[config.mk]
export PLATFORM = sky130hd
export DESIGN_NAME = rv_mem_bridge
export DESIGN_NICKNAME = d
export VERILOG_FILES = /design/src/rtl/rv_mem_bridge.sv
export SDC_FILE = /design/constraint.sdc
export NUM_CORES = 1
export LEC_CHECK = 0
export CAP_MARGIN = 25
export CORE_ASPECT_RATIO = 2
export CORE_MARGIN = 2
export CORE_UTILIZATION = 53
export DETAILED_ROUTE_END_ITERATION = 10
export HOLD_SLACK_MARGIN = 0.02
export PLACE_DENSITY_LB_ADDON = 0.05
export SYNTH_ARGS = -nofsm -noshare
export SYNTH_HDL_FRONTEND = slang
export SYNTH_SLANG_ARGS = --single-unit
[constraint.sdc]
create_clock -name clk -period 4.2 [get_ports clk]
set_input_delay 0.42 -clock clk [delete_from_list [all_inputs] [get_ports clk]]
set_output_delay 0.42 -clock clk [all_outputs]
set_load 0.01 [all_outputs]
[src/rtl/rv_mem_bridge.sv]
// Bridges the iosys valid/ready data bus onto a narrower req/ack toggle SDRAM port.
// Each bus access becomes a run of memory beats, with a per-beat ack timeout.
module rv_mem_bridge #(
  parameter int BUS_W   = 32,
  parameter int MEM_W   = 16,
  parameter int ADDR_W  = 23,
  parameter int TIMEOUT = 1023
) (
  input  logic                                clk,
  input  logic                                resetn,
  input  logic                                rv_valid,
  output logic                                rv_ready,
  input  logic [ADDR_W-1:0]                   rv_addr,
  input  logic [BUS_W-1:0]                    rv_wdata,
  input  logic [BUS_W/8-1:0]                  rv_wstrb,
  output logic [BUS_W-1:0]                    rv_rdata,
  output logic                                rv_err,
  output logic                                mem_req,
  input  logic                                mem_ack,
  output logic [ADDR_W-$clog2(MEM_W/8)-1:0]   mem_addr,
  output logic                                mem_we,
  output logic [MEM_W-1:0]                    mem_din,
  output logic [MEM_W/8-1:0]                  mem_ds,
  input  logic [MEM_W-1:0]                    mem_dout
);

  localparam int NB     = BUS_W / MEM_W;
  localparam int SB     = MEM_W / 8;
  localparam int MEM_SH = $clog2(SB);
  localparam int MA_W   = ADDR_W - MEM_SH;
  localparam int CW     = (NB > 1) ? $clog2(NB) : 1;
  localparam int TW     = (TIMEOUT > 0) ? $clog2(TIMEOUT + 1) : 1;
  localparam int TLIM   = (TIMEOUT > 0) ? TIMEOUT - 1 : 0;
  localparam logic [TW-1:0] TLIM_V = TW'(TLIM);

  typedef enum logic [2:0] {
    IDLE,
    ISSUE,
    WAIT,
    CAPTURE,
    DONE,
    DRAIN
  } state_t;

  state_t state, state_n;

  logic              valid_r;
  logic              pending;
  logic              drain;
  logic [TW-1:0]     timer;
  logic [ADDR_W-1:0] addr_r;
  logic [BUS_W-1:0]  wdata_r;
  logic [BUS_W/8-1:0] wstrb_r;
  logic              we_r;
  logic [CW-1:0]     beat;

  logic              new_req;
  logic              ack_match;
  logic              we_in;
  logic              load;
  logic              advance;
  logic              timeout_hit;
  logic              drain_done;
  logic              first_found;
  logic [CW-1:0]     first_beat;
  logic              nxt_found;
  logic [CW-1:0]     nxt_beat;
  logic [MA_W-1:0]   word_base;

  assign new_req   = rv_valid & ~valid_r;
  assign ack_match = (mem_ack == mem_req);
  assign we_in     = |rv_wstrb;
  assign word_base = MA_W'(addr_r >> MEM_SH) & ~MA_W'(NB - 1);

  // First beat of a fresh request: lowest beat with any strobe set on writes, beat 0 on reads.
  always_comb begin
    first_found = 1'b0;
    first_beat  = '0;
    for (int b = 0; b < NB; b++) begin
      if (!first_found && (!we_in || (|rv_wstrb[b*SB +: SB]))) begin
        first_found = 1'b1;
        first_beat  = CW'(b);
      end
    end
  end

  // Next beat after the current one; writes skip beats whose strobe slice is empty.
  always_comb begin
    nxt_found = 1'b0;
    nxt_beat  = '0;
    for (int b = 0; b < NB; b++) begin
      if (!nxt_found && (b > int'(beat)) && (!we_r || (|wstrb_r[b*SB +: SB]))) begin
        nxt_found = 1'b1;
        nxt_beat  = CW'(b);
      end
    end
  end

  always_ff @(posedge clk or negedge resetn) begin
    if (!resetn) state <= IDLE;
    else         state <= state_n;
  end

  // Acks win over a timeout landing on the same cycle.
  always_comb begin
    state_n     = state;
    load        = 1'b0;
    advance     = 1'b0;
    timeout_hit = 1'b0;
    drain_done  = 1'b0;
    case (state)
      IDLE: begin
        if (new_req || pending) begin
          load    = 1'b1;
          state_n = ISSUE;
        end
      end
      ISSUE: state_n = WAIT;
      WAIT: begin
        if (ack_match) begin
          if (!we_r) begin
            state_n = CAPTURE;
          end else if (nxt_found) begin
            advance = 1'b1;
            state_n = ISSUE;
          end else begin
            state_n = DONE;
          end
        end else if ((TIMEOUT != 0) && (timer == TLIM_V)) begin
          timeout_hit = 1'b1;
          state_n     = DONE;
        end
      end
      CAPTURE: begin
        if (nxt_found) begin
          advance = 1'b1;
          state_n = ISSUE;
        end else begin
          state_n = DONE;
        end
      end
      DONE: state_n = drain ? DRAIN : IDLE;
      DRAIN: begin
        if (ack_match) begin
          drain_done = 1'b1;
          state_n    = IDLE;
        end
      end
      default: state_n = IDLE;
    endcase
  end

  // Request latching, pending edge capture and the drain/timer bookkeeping.
  always_ff @(posedge clk or negedge resetn) begin
    if (!resetn) begin
      valid_r <= 1'b0;
      pending <= 1'b0;
      drain   <= 1'b0;
      timer   <= '0;
      addr_r  <= '0;
      wdata_r <= '0;
      wstrb_r <= '0;
      we_r    <= 1'b0;
      beat    <= '0;
    end else begin
      valid_r <= rv_valid;
      if (new_req && (state != IDLE)) pending <= 1'b1;
      else if (load)                  pending <= 1'b0;
      if (timeout_hit)     drain <= 1'b1;
      else if (drain_done) drain <= 1'b0;
      if (state == ISSUE)     timer <= '0;
      else if (state == WAIT) timer <= timer + TW'(1);
      if (load) begin
        addr_r  <= rv_addr;
        wdata_r <= rv_wdata;
        wstrb_r <= rv_wstrb;
        we_r    <= we_in;
        beat    <= first_beat;
      end else if (advance) begin
        beat <= nxt_beat;
      end
    end
  end

  // Memory-side outputs change only in ISSUE and stay put until the next beat.
  always_ff @(posedge clk or negedge resetn) begin
    if (!resetn) begin
      mem_req  <= 1'b0;
      mem_addr <= '0;
      mem_we   <= 1'b0;
      mem_din  <= '0;
      mem_ds   <= '0;
    end else if (state == ISSUE) begin
      mem_req  <= ~mem_req;
      mem_addr <= word_base | MA_W'(beat);
      mem_we   <= we_r;
      mem_din  <= wdata_r[int'(beat)*MEM_W +: MEM_W];
      mem_ds   <= we_r ? wstrb_r[int'(beat)*SB +: SB] : '1;
    end
  end

  // Bus-side response; read slices not captured before a timeout keep their old data.
  always_ff @(posedge clk or negedge resetn) begin
    if (!resetn) begin
      rv_ready <= 1'b0;
      rv_err   <= 1'b0;
      rv_rdata <= '0;
    end else begin
      rv_ready <= (state_n == DONE);
      rv_err   <= (state_n == DONE) && timeout_hit;
      if (state == CAPTURE) rv_rdata[int'(beat)*MEM_W +: MEM_W] <= mem_dout;
    end
  end

endmodule

Word-level counts from Yosys, hierarchy flattened. Index checks and enable logic that the tools add are counted. W data, S select, Z words.

Bits in registers: 153. Bits of input ports: 79. Output and inout port bits: 76. Word-level logic and storage cells: 90.

Add/sub/neg operators: 2. Magnitude comparators: 1. Equality and inequality tests: 8. Shift-type cells: 4. Muxes and demuxes: 32. Bitwise gates (word level): 4. Reduce and logical (&&, ||, !) cells: 21.

Operators by type and width (number): $neg A5 Y33 (1); $shift A16 B33 Y32 const A (1); $shiftx A16 B33 Y32 (1); $bwmux W32 (1); $shiftx A32 B6 Y16 (1); $or A22 B1 Y22 (1); $mux W3 (7); $mux W10 (2); $mux W1 (19); $pmux W3 S6 (1); $add A10 B1 Y10 const B (1); $eq A10 B10 Y1 const B (1); $eq A3 B3 Y1 const B (3); $reduce_bool A2 Y1 (4); $eq A3 B2 Y1 const B (2); $reduce_or A2 Y1 (3); $logic_and A1 B1 Y1 (4); $logic_or A1 B1 Y1 (4); $reduce_or A4 Y1 (1); $shiftx A4 B3 Y2 (1); $eq A3 B1 Y1 const B (1); $logic_not A1 Y1 (3); $logic_not A3 Y1 (1); $reduce_bool A3 Y1 (1); other kinds (6) (7).

Depth between registers and ports, before layout. Gate-level depths: netlist (run 1).

Depth in word-level cells: 10. Gate-level depth with buffers: 7. Depth with buffers taken out: 6.

Worst setup path before layout (run 1). Ideal clock, no wire load.

Kind: input -> register. Start: input port rv_valid. End: register addr_r[10]. Library setup time: 0.128 ns. Arrival time: 1.440 ns. Required time: 4.072 ns. Slack: 2.633 ns. Cell stages on the path: 4. Buffers on the path: 1. Path through: nor2b_1 -> o21ai_1 -> buf_2 -> mux2_1.

Word-level cells in the longest chain between the ends: 4.

Ends and longest elaborated chain: from (decl) (RTL line 11) `input logic rv_valid,`; $and A1 B1 Y1 (RTL line 70) `assign new_req = rv_valid & ~valid_r;`; $logic_or A1 B1 Y1 (RTL line 113) `if (new_req || pending) begin`; $mux W1 (RTL line 113); $mux W1 (RTL line 111) `case (state)`; to (signal assigned) (RTL line 174) `addr_r <= rv_addr;`; to (decl) (RTL line 51) `logic [ADDR_W-1:0] addr_r;`.

No other way between the ends. A chain may end at the register's enable or synchronous reset.

Worst setup path after layout (run 1).
Start: register state[0]. End: register rv_rdata[29].

Word-level cells in the longest chain between the ends: 1.

Ends and longest elaborated chain: from (decl) (RTL line 45) `state_t state, state_n;`; from (signal assigned) (RTL line 101) `else state <= state_n;`; $eq A3 B2 Y1 (RTL line 211) `if (state == CAPTURE) rv_rdata[int'(beat)*MEM_W +: MEM_W] <= mem_dout;`; to (signal, indexed assignment) (RTL line 211); to (decl) (RTL line 16) `output logic [BUS_W-1:0] rv_rdata,`.

No other way between the ends.

==> results of run 1 <==
## worst register-to-register path, cell delays in order, from the launching register on
cell and delay, ns:
dfrtp_1 0.54, nand4b_1 0.78, mux2_2 0.57
## kinds of logic (layout without fill, tap and decap cells)
logic type / Yosys count / count (layout)
flops: 151 / 151
buf+inv: 28 / 193
simple gates: 142 / 142
xor+xnor: 10 / 10
fa+ha+maj: 2 / 2
compound gates: 32 / 32
mux: 107 / 107
## cell usage after synthesis (5+ instances only)
cell type | count | area (sq um)
nor2_1 | 14 | 52.6
xnor2_1 | 7 | 61.3
nand4_1 | 5 | 31.3
dfrtp_1 | 151 | 3780
buf_2 | 12 | 60.1
clkbuf_1 | 6 | 22.5
mux2i_1 | 18 | 180
mux2_2 | 31 | 349
mux2_1 | 58 | 653
o21ai_0 | 25 | 125
nand2_1 | 95 | 357
nand3_1 | 7 | 35.0
## worst max-delay path by stage
stage,from,endpoint,slack (ns),depth (start not counted)
final,state[0],rv_rdata[29],2.17,2
after global routing,state[0],rv_rdata[2],2.07,3
after CTS,state[0],rv_rdata[29],2.16,2
after detailed placement,rv_valid,addr_r[21],2.03,5
after global placement,rv_valid,wstrb_r[0],2.07,5
after floorplan,rv_valid,addr_r[10],2.63,4
## final cells by class
cell class              count  area share, %
clock inverters             8           2.57
inverters                   4          0.179
well taps                 142           2.12
repair buffers            159           18.9
flip-flops and latches    151           45.0
clock buffers              22           5.89
multi-input cells         293           25.3
## stage by stage
step	cell area, sq um	util (%)	std cells	setup WS, ns
after floorplan	6020	-	472	2.63
after global placement	7660	68.3	748	2.07
after detailed placement	7680	68.5	749	2.03
after CTS	8390	74.8	779	2.16
after global routing	8390	74.8	779	2.07
final	8390	74.8	779	2.17
## metal layers
metal	GRT usage (%)	part of all wire (%)	vias up
li1	-	-	1900
met2	40.4	55	139
met3	6.59	5.3	25
met5	0	0	-
met1	24.9	38	2004
met4	9.36	2.2	0
## state kept, by name, indices dropped and copies added (netlist names), 2 cells and up
signal	count
state	3
rv_rdata	32
addr_r	21
wdata_r	32
timer	10
mem_addr	22
mem_din	16
mem_ds	2
wstrb_r	4
## power by group
part           internal [mW]  switching (mW)  total, mW
clock                   1.25           0.546       1.79
sequential              2.14           0.395       2.54
combinational           1.31            1.07       2.38
==> results_dict.tcl, run 1 <==
set metrics [dict create \
    p_total_mw 6.71 \
    core_area_sq_um 11200 \
    routedWlPerCell_um 16.4 \
    syn_inst 472 \
    multi_input_area_sq_um 2120 \
    grt_pass1_wl_mm 21.4 \
    setup_violations 0 \
    numPortBuffers 152 \
    cts_made_buffers 17 \
    total_leakage_power_nw 3.73 \
    cp_num_buf_inv 0 \
    hold_viol 0 \
    cpMaxStageDelayCell "nand4b_1" \
    synth-async-reset-ratio_pct 100 \
    end_kind "flop" \
    start_util_pct 53.7 \
    overflow 0 \
    wl_mm 12.8 \
    setup_tns_ns 0 \
    slowest_delay_ns 0.78 \
    vias_per_cell 5.22 \
    synth_xor_area_share_pct 1.45 \
    synth_top_flop_cell "dfrtp_1" \
    postRouteAntennaNets 0 \
    fmaxAchievable_mhz 492 \
    pwr_density_cell_nw_per_um2 800 \
    cap_violations 0 \
    drtPass1Iterations 4 \
    cp.arrival_ns 2.31 \
    die_h_um 155 \
    finalClockSkew_ns 0.0240 \
    hp-class "in2async" \
    tightest_slew_ns 0.913 \
    rows 55 \
    ys_seq_area_share_pct 62.7 \
    crit_chain "nand4b_1 > mux2_2" \
    r2r_cells 2 \
    worstPathMaxFanout 16 \
    dieArea_sq_um 12300 \
    clock_latency_ns 0.42 \
    clk_pin_slew_ns 0.06 \
    num_vias 4068 \
    relSlewSlack_pct 38.8 \
    grtUsageTotal_pct 22.7 \
    gp_congestion 0.799 \
    syn-mean-instance-area_sq_um 12.8 \
    num_antenna_cells 0 \
    syn_nets 553 \
    regToRegStartpoint "state[0]" \
    cts.path.max_buffers 2 \
    netlist_area_sq_um 6020 \
    ctsResizeCount 0 \
    nFillCells 736 \
    path_delay_family "simple AND/OR/NAND/NOR gates" \
    final_cell_mix "dfrtp_1 (151), clkdlybuf4s50_1 (151), nand2_1 (94)" \
    ff2ff_setup_slack_ns 2.17 \
    place_hpwl_mm 9.05 \
    cts_root_buf "clkbuf_16" \
    cts_tree "done" \
    status "completed" \
    synthMuxAreaShare_pct 19.6 \
    r2r_end "rv_rdata[29]" \
    register_area_sq_um 3780 \
    post-cts-setup-buffer-count 0 \
    crit_required_ns 4.48 \
    ios 155 \
    postCtsHoldBufs 0 \
    timing.hold.ws_ns 0.0221 \
    yosysWarnings 0 \
    remaining_drc_errors 0 \
    synthAdderAreaFrac_pct 0.415 \
    cts_max_level 4 \
    area_growth_pct 39.3 \
    synth-edff-count 0 \
    grt_max_degree 90 \
    grt_setup_unrepaired "no" \
    ir_worst_vdd_mv 0.479 \
    cp-start-kind "flop" \
    grt_pass1_vias 4427 \
    drive_above_1_share_pct 12.4 \
    post-route-period-util_pct 48.4 \
    drv_slew 0 \
    die_x_um 79.4 \
    ys_types 36 \
    critPathKind "reg2reg" \
    first_iter_violations 210 \
    synth_top_family_by_area "multiplexers" \
    synth.ff_latch_count 151 \
    antenna_found_initial 0 \
    synth-simple-area-share_pct 10.6 \
    synth_compound_area_share_pct 2.89 \
    layout_min_cycle_time_ns 2.03 \
    final_nets 707 \
    clock_sinks 151 \
]
No activity file was read; power rests on OpenSTA's default activity.
==> run 2, diff against run 1 <==
--- a/config.mk
+++ b/config.mk
@@ -8,7 +8,7 @@
 export CAP_MARGIN = 25
 export CORE_ASPECT_RATIO = 2
 export CORE_MARGIN = 2
-export CORE_UTILIZATION = 53
+export CORE_UTILIZATION = 44
 export DETAILED_ROUTE_END_ITERATION = 10
 export HOLD_SLACK_MARGIN = 0.02
 export PLACE_DENSITY_LB_ADDON = 0.05
==> constraint.sdc (replaced) <==
create_clock -name clk -period 1.69 [get_ports clk]
set_input_delay 0.169 -clock clk [delete_from_list [all_inputs] [get_ports clk]]
set_output_delay 0.169 -clock clk [all_outputs]
set_load 0.01 [all_outputs]
==> run 2 against run 1 <==
- sequential power is 150% higher
- non-clock buffer count is 13 higher
- via count is 0.20% higher
- die area is 20% higher
- combinational power grew to 2.6 times the previous value
- maximum frequency is 30% higher
- routed wire length is 0.20% lower
- final cell count is 3.5% higher
- first-iteration DRC count is 4.3% lower
- critical path depth is 2 higher
- utilization is 11 points lower
- register-to-register slack worse by 2.0 ns
- largest power group unchanged
- highest routed layer unchanged
==> results_dict.tcl, run 2 (synthesis results as in run 1) <==
set metrics [dict create \
    ff2ff_setup_slack_ns 0.12 \
    final_cell_mix "clkdlybuf4s50_1 (151), dfrtp_1 (149), nand2_1 (94)" \
    remaining_drc_errors 0 \
    worstPathMaxFanout 12 \
    multi_input_area_sq_um 2130 \
    place_hpwl_mm 9.32 \
    slowest_delay_ns 0.52 \
    layout_min_cycle_time_ns 1.57 \
    cts_max_level 4 \
    overflow 0 \
    register_area_sq_um 3780 \
    wl_met3_um 573 \
    clock_latency_ns 0.41 \
    regToRegStartpoint "state[2]" \
    total_leakage_power_nw 3.78 \
    grtUsageTotal_pct 18.9 \
    final_nets 720 \
    fmaxAchievable_mhz 638 \
    ios 155 \
    cap_violations 0 \
    cts_made_buffers 17 \
    dp.cells 774 \
    core_area_sq_um 13400 \
    hold_viol 0 \
    wl_met2_mm 7.18 \
    cts_tree "done" \
    post-cts-setup-buffer-count 0 \
    final_cells 806 \
    gp_congestion 0.809 \
    area_growth_pct 41.5 \
    clk_pin_slew_ns 0.06 \
    cts_root_buf "clkbuf_16" \
    finalClockSkew_ns 0.00935 \
    first_iter_violations 201 \
    die_h_um 169 \
    ir_worst_vdd_mv 1.02 \
    top_layer_used "met4" \
    crit_required_ns 1.98 \
    layout_commonest_cell "clkdlybuf4s50_1" \
    hp-class "in2async" \
    end_kind "flop" \
    antenna_found_initial 0 \
    grt_setup_unrepaired "no" \
    vias_per_cell 5.06 \
    postRouteAntennaNets 0 \
    cp.arrival_ns 1.86 \
    pwr_density_cell_nw_per_um2 1920 \
    pre_cts_ws_ns -0.0560 \
    tightest_slew_ns 0.504 \
    r2r_cells 4 \
    cp-start-kind "flop" \
    grt_pass1_vias 4485 \
    dieArea_sq_um 14700 \
    relSlewSlack_pct 66.1 \
    status "completed" \
    reg.largest.list "rv_rdata x32, wdata_r x32, mem_addr x22" \
    grt_max_degree 49 \
    num_vias 4076 \
    wl_mm 12.8 \
    numPortBuffers 152 \
    cp_num_buf_inv 0 \
    setup_slack_ns 0.123 \
    drv_slew 0 \
    routedWlPerCell_um 15.8 \
    clock_sinks 151 \
    drt-met1-wl_mm 4.83 \
    timing.hold.ws_ns 0.183 \
    path_delay_family "simple AND/OR/NAND/NOR gates" \
    p_total_mw 16.4 \
    cts.path.max_buffers 2 \
    nFillCells 1075 \
    r2r_end "timer[9]" \
    grt_pass1_wl_mm 21.8 \
    cpMaxStageDelayCell "or3b_4" \
    post-route-period-util_pct 92.7 \
    cp-startpoint "state[2]" \
    critPathKind "reg2reg" \
    drtPass1Iterations 6 \
    die_x_um 86.7 \
    crit_chain "or3b_4 > nor4_2 > xnor2_1 > nor2_1" \
    rows 60 \
    drive_above_1_share_pct 14.4 \
    setup_violations 0 \
    start_util_pct 44.8 \
    num_antenna_cells 0 \
]
## run 2: through the flow
stage | setup TNS [ns] | instance area (sq um) | util [%]
after global routing | 0 | 8530 | 63.5
after CTS | 0 | 8520 | 63.4
final | 0 | 8530 | 63.5
after global placement | -0.770 | 7900 | 58.8
after detailed placement | -2.15 | 7900 | 58.8
after floorplan | 0 | 6020 | -
## run 2: final cells by class
cell class | instances | area share, %
Clock buffer | 19 | 5.19
Sequential cell | 151 | 44.3
Clock inverter | 12 | 1.95
Multi-Input combinational cell | 293 | 24.9
Tap cell | 155 | 2.27
Inverter | 4 | 0.176
Timing Repair Buffer | 172 | 21.1
## run 2: per-layer routing
layer,vias up,global-route usage (%)
li1,1943,-
met4,0,6.39
met5,-,0
met2,116,34.0
met3,13,4.33
met1,2004,21.7
## run 2: repair_timing
item | CTS | global route
gates resized for setup | 0 | 3
setup endpoints to repair | 0 | 1
endpoints found under the hold margin | 151 | 0
hold buffers | 1 | 0
## run 2: worst max-delay path by stage
| stage | to | slack (ns) | cells past startpoint |
|---|---|---|---|
| floorplan | rv_rdata[10] | 0.16 | 4 |
| global placement | wdata_r[30] | -0.02 | 5 |
| detailed placement | wstrb_r[1] | -0.06 | 5 |
| CTS | mem_req | 0.09 | 1 |
| global route | wstrb_r[1] | 0.01 | 5 |
| finish | timer[9] | 0.12 | 4 |
## run 2: worst register-to-register path, cell delays in order, from the launching register on
cell and delay (ns):
dfrtp_1 0.45, or3b_4 0.52, nor4_2 0.27, xnor2_1 0.16, nor2_1 0.06
## run 2: where the power goes
group          internal, mW  switching (mW)
sequential             5.32           0.974
clock                  2.38            1.49
combinational          3.56            2.67
total                  11.3            5.13
==> run 3, diff against run 2 <==
--- a/config.mk
+++ b/config.mk
@@ -5,6 +5,7 @@
 export SDC_FILE = /design/constraint.sdc
 export NUM_CORES = 1
 export LEC_CHECK = 0
+export ABC_CLOCK_PERIOD_IN_PS = 1690
 export CAP_MARGIN = 25
 export CORE_ASPECT_RATIO = 2
 export CORE_MARGIN = 2
==> results of run 3 <==
No change in the layout: final DEF, timing and power equal those of run 2.
==> patch: new RTL, flow settings as in run 2 <==
Set the parameter `ADDR_W` to 25 (it was 23).
--- a/src/rtl/rv_mem_bridge.sv
+++ b/src/rtl/rv_mem_bridge.sv
@@ -3,7 +3,7 @@
 module rv_mem_bridge #(
   parameter int BUS_W   = 32,
   parameter int MEM_W   = 16,
-  parameter int ADDR_W  = 23,
+  parameter int ADDR_W  = 25,
   parameter int TIMEOUT = 1023
 ) (
   input  logic                                clk,
Ports: changed (resized mem_addr and rv_addr); port bits go from 155 to 159. The function was not compared with the original's and may differ.
==> patch against run 2 <==
Design area grew 2.8%; critical path depth grew 1; total power grew 6.2%; setup slack lost 0.057 ns; wire length shrank 0.57%; sequential cell count grew 4; synthesized area grew 1.6%; critical path type unchanged; largest cell class unchanged; highest routed layer unchanged.
==> patch: results (changes against run 2) <==
Parameter                              Value

Synth
  Number of library cell types mapped by synthesis    34 (-5.6%)
  Commonest cells in the synthesized netlist    dfrtp_1, mux2_2, nor2_1, a21oi_1, mux2i_1
  Average cell area after synthesis    14.3 µm² (+12%)
  Proportion of synthesized area in mux cells    0.243 (+0.0465)
  Leading cell types by total area after synthesis    dfrtp_1, mux2_2, mux2i_1
  Net count of the mapped netlist    512 (-7.4%)
  Xor and xnor area share after synthesis    0.0129 (-0.00166)
  Area of the mapped netlist    6120 µm² (+1.6%)

Critical path
  Cell with the biggest individual delay on the critical path    dfrtp_1
  Number of cells traversed by the worst register-to-register path    5 (+1)
  Critical path fanouts, max    8 (-4)
  Minimum setup slack among reg-to-reg paths    0.07 ns (-0.06 ns)
  Category of cells accounting for the largest share of critical-path delay    buffers and inverters
  Start point of the critical path    state[1]
  Termination of the worst setup path    mem_addr[1]

Min path
  Hold Crit Class    in2reg

Routing
  First-pass iteration count of the detailed router    4 (-2)
  Vias per inst    5.06 (about the same)
  Wire length per cell after detailed routing    16.2 µm (+2.2%)

Timing
  Fin Clk Skew    0.0113 ns (+0.00193 ns)
  Transition at the pin with the smallest max-transition slack    0.488 ns (-0.0162 ns)
  Tmin final    1.62 ns (+0.0567 ns)

Global route
  First-pass GRT wire length    20400 µm (-6.2%)

Power
  Leakage    3.78 nW (+0.20%)
  Power Dens Cells    1990 nW/µm² (+3.3%)
  Clk pwr share    0.225 (-0.011)
  Cell-internal power    0.0122 W (+8.4%)

Placed design
  Placed Cells incl. Taps    748 (-3.4%)
  Standard cell area after detailed placement    8080 µm² (+2.3%)
  HPWL after detailed placement    8660 µm (-7.0%)

Final layout
  Finished Layout Cells    784 (-2.7%)
  Biggest regs    rv_rdata: 32 flops, wdata_r: 32 flops, mem_addr: 24 flops
  Number of nets at the end of the flow    697 (-3.2%)

Run status
  Status    finished clean
==> patch: per-layer routing <==
| layer | vias to the layer above | global-route usage | routed length (µm) |
|---|---|---|---|
| met2 | 95 | 0.280 | 6350 |
| met4 | 0 | 0.0642 | 208 |
| met5 | - | 0 | 0 |
| met3 | 16 | 0.0555 | 672 |
| li1 | 1888 | - | - |
| met1 | 1965 | 0.224 | 5470 |
==> patch: timing repair <==
action	4_1_cts	5_1_grt
endpoints found under the setup margin	58	8
buffers inserted	0	1
resized for setup	1	6
hold buffers	1	0
pin swaps	0	1
gates cloned	0	2
hold endpoints to repair	41	0
==> patch: area by class of cell <==
| cell class | instances | area (µm²) |
|---|---|---|
| clock buffer | 20 | 447 |
| clock inverter | 12 | 163 |
| fill | 1082 | 4970 |
| inverter | 3 | 11.3 |
| multi-input combinational | 249 | 2150 |
| sequential | 155 | 3880 |
| tap | 157 | 196 |
| timing repair buffer | 188 | 1920 |
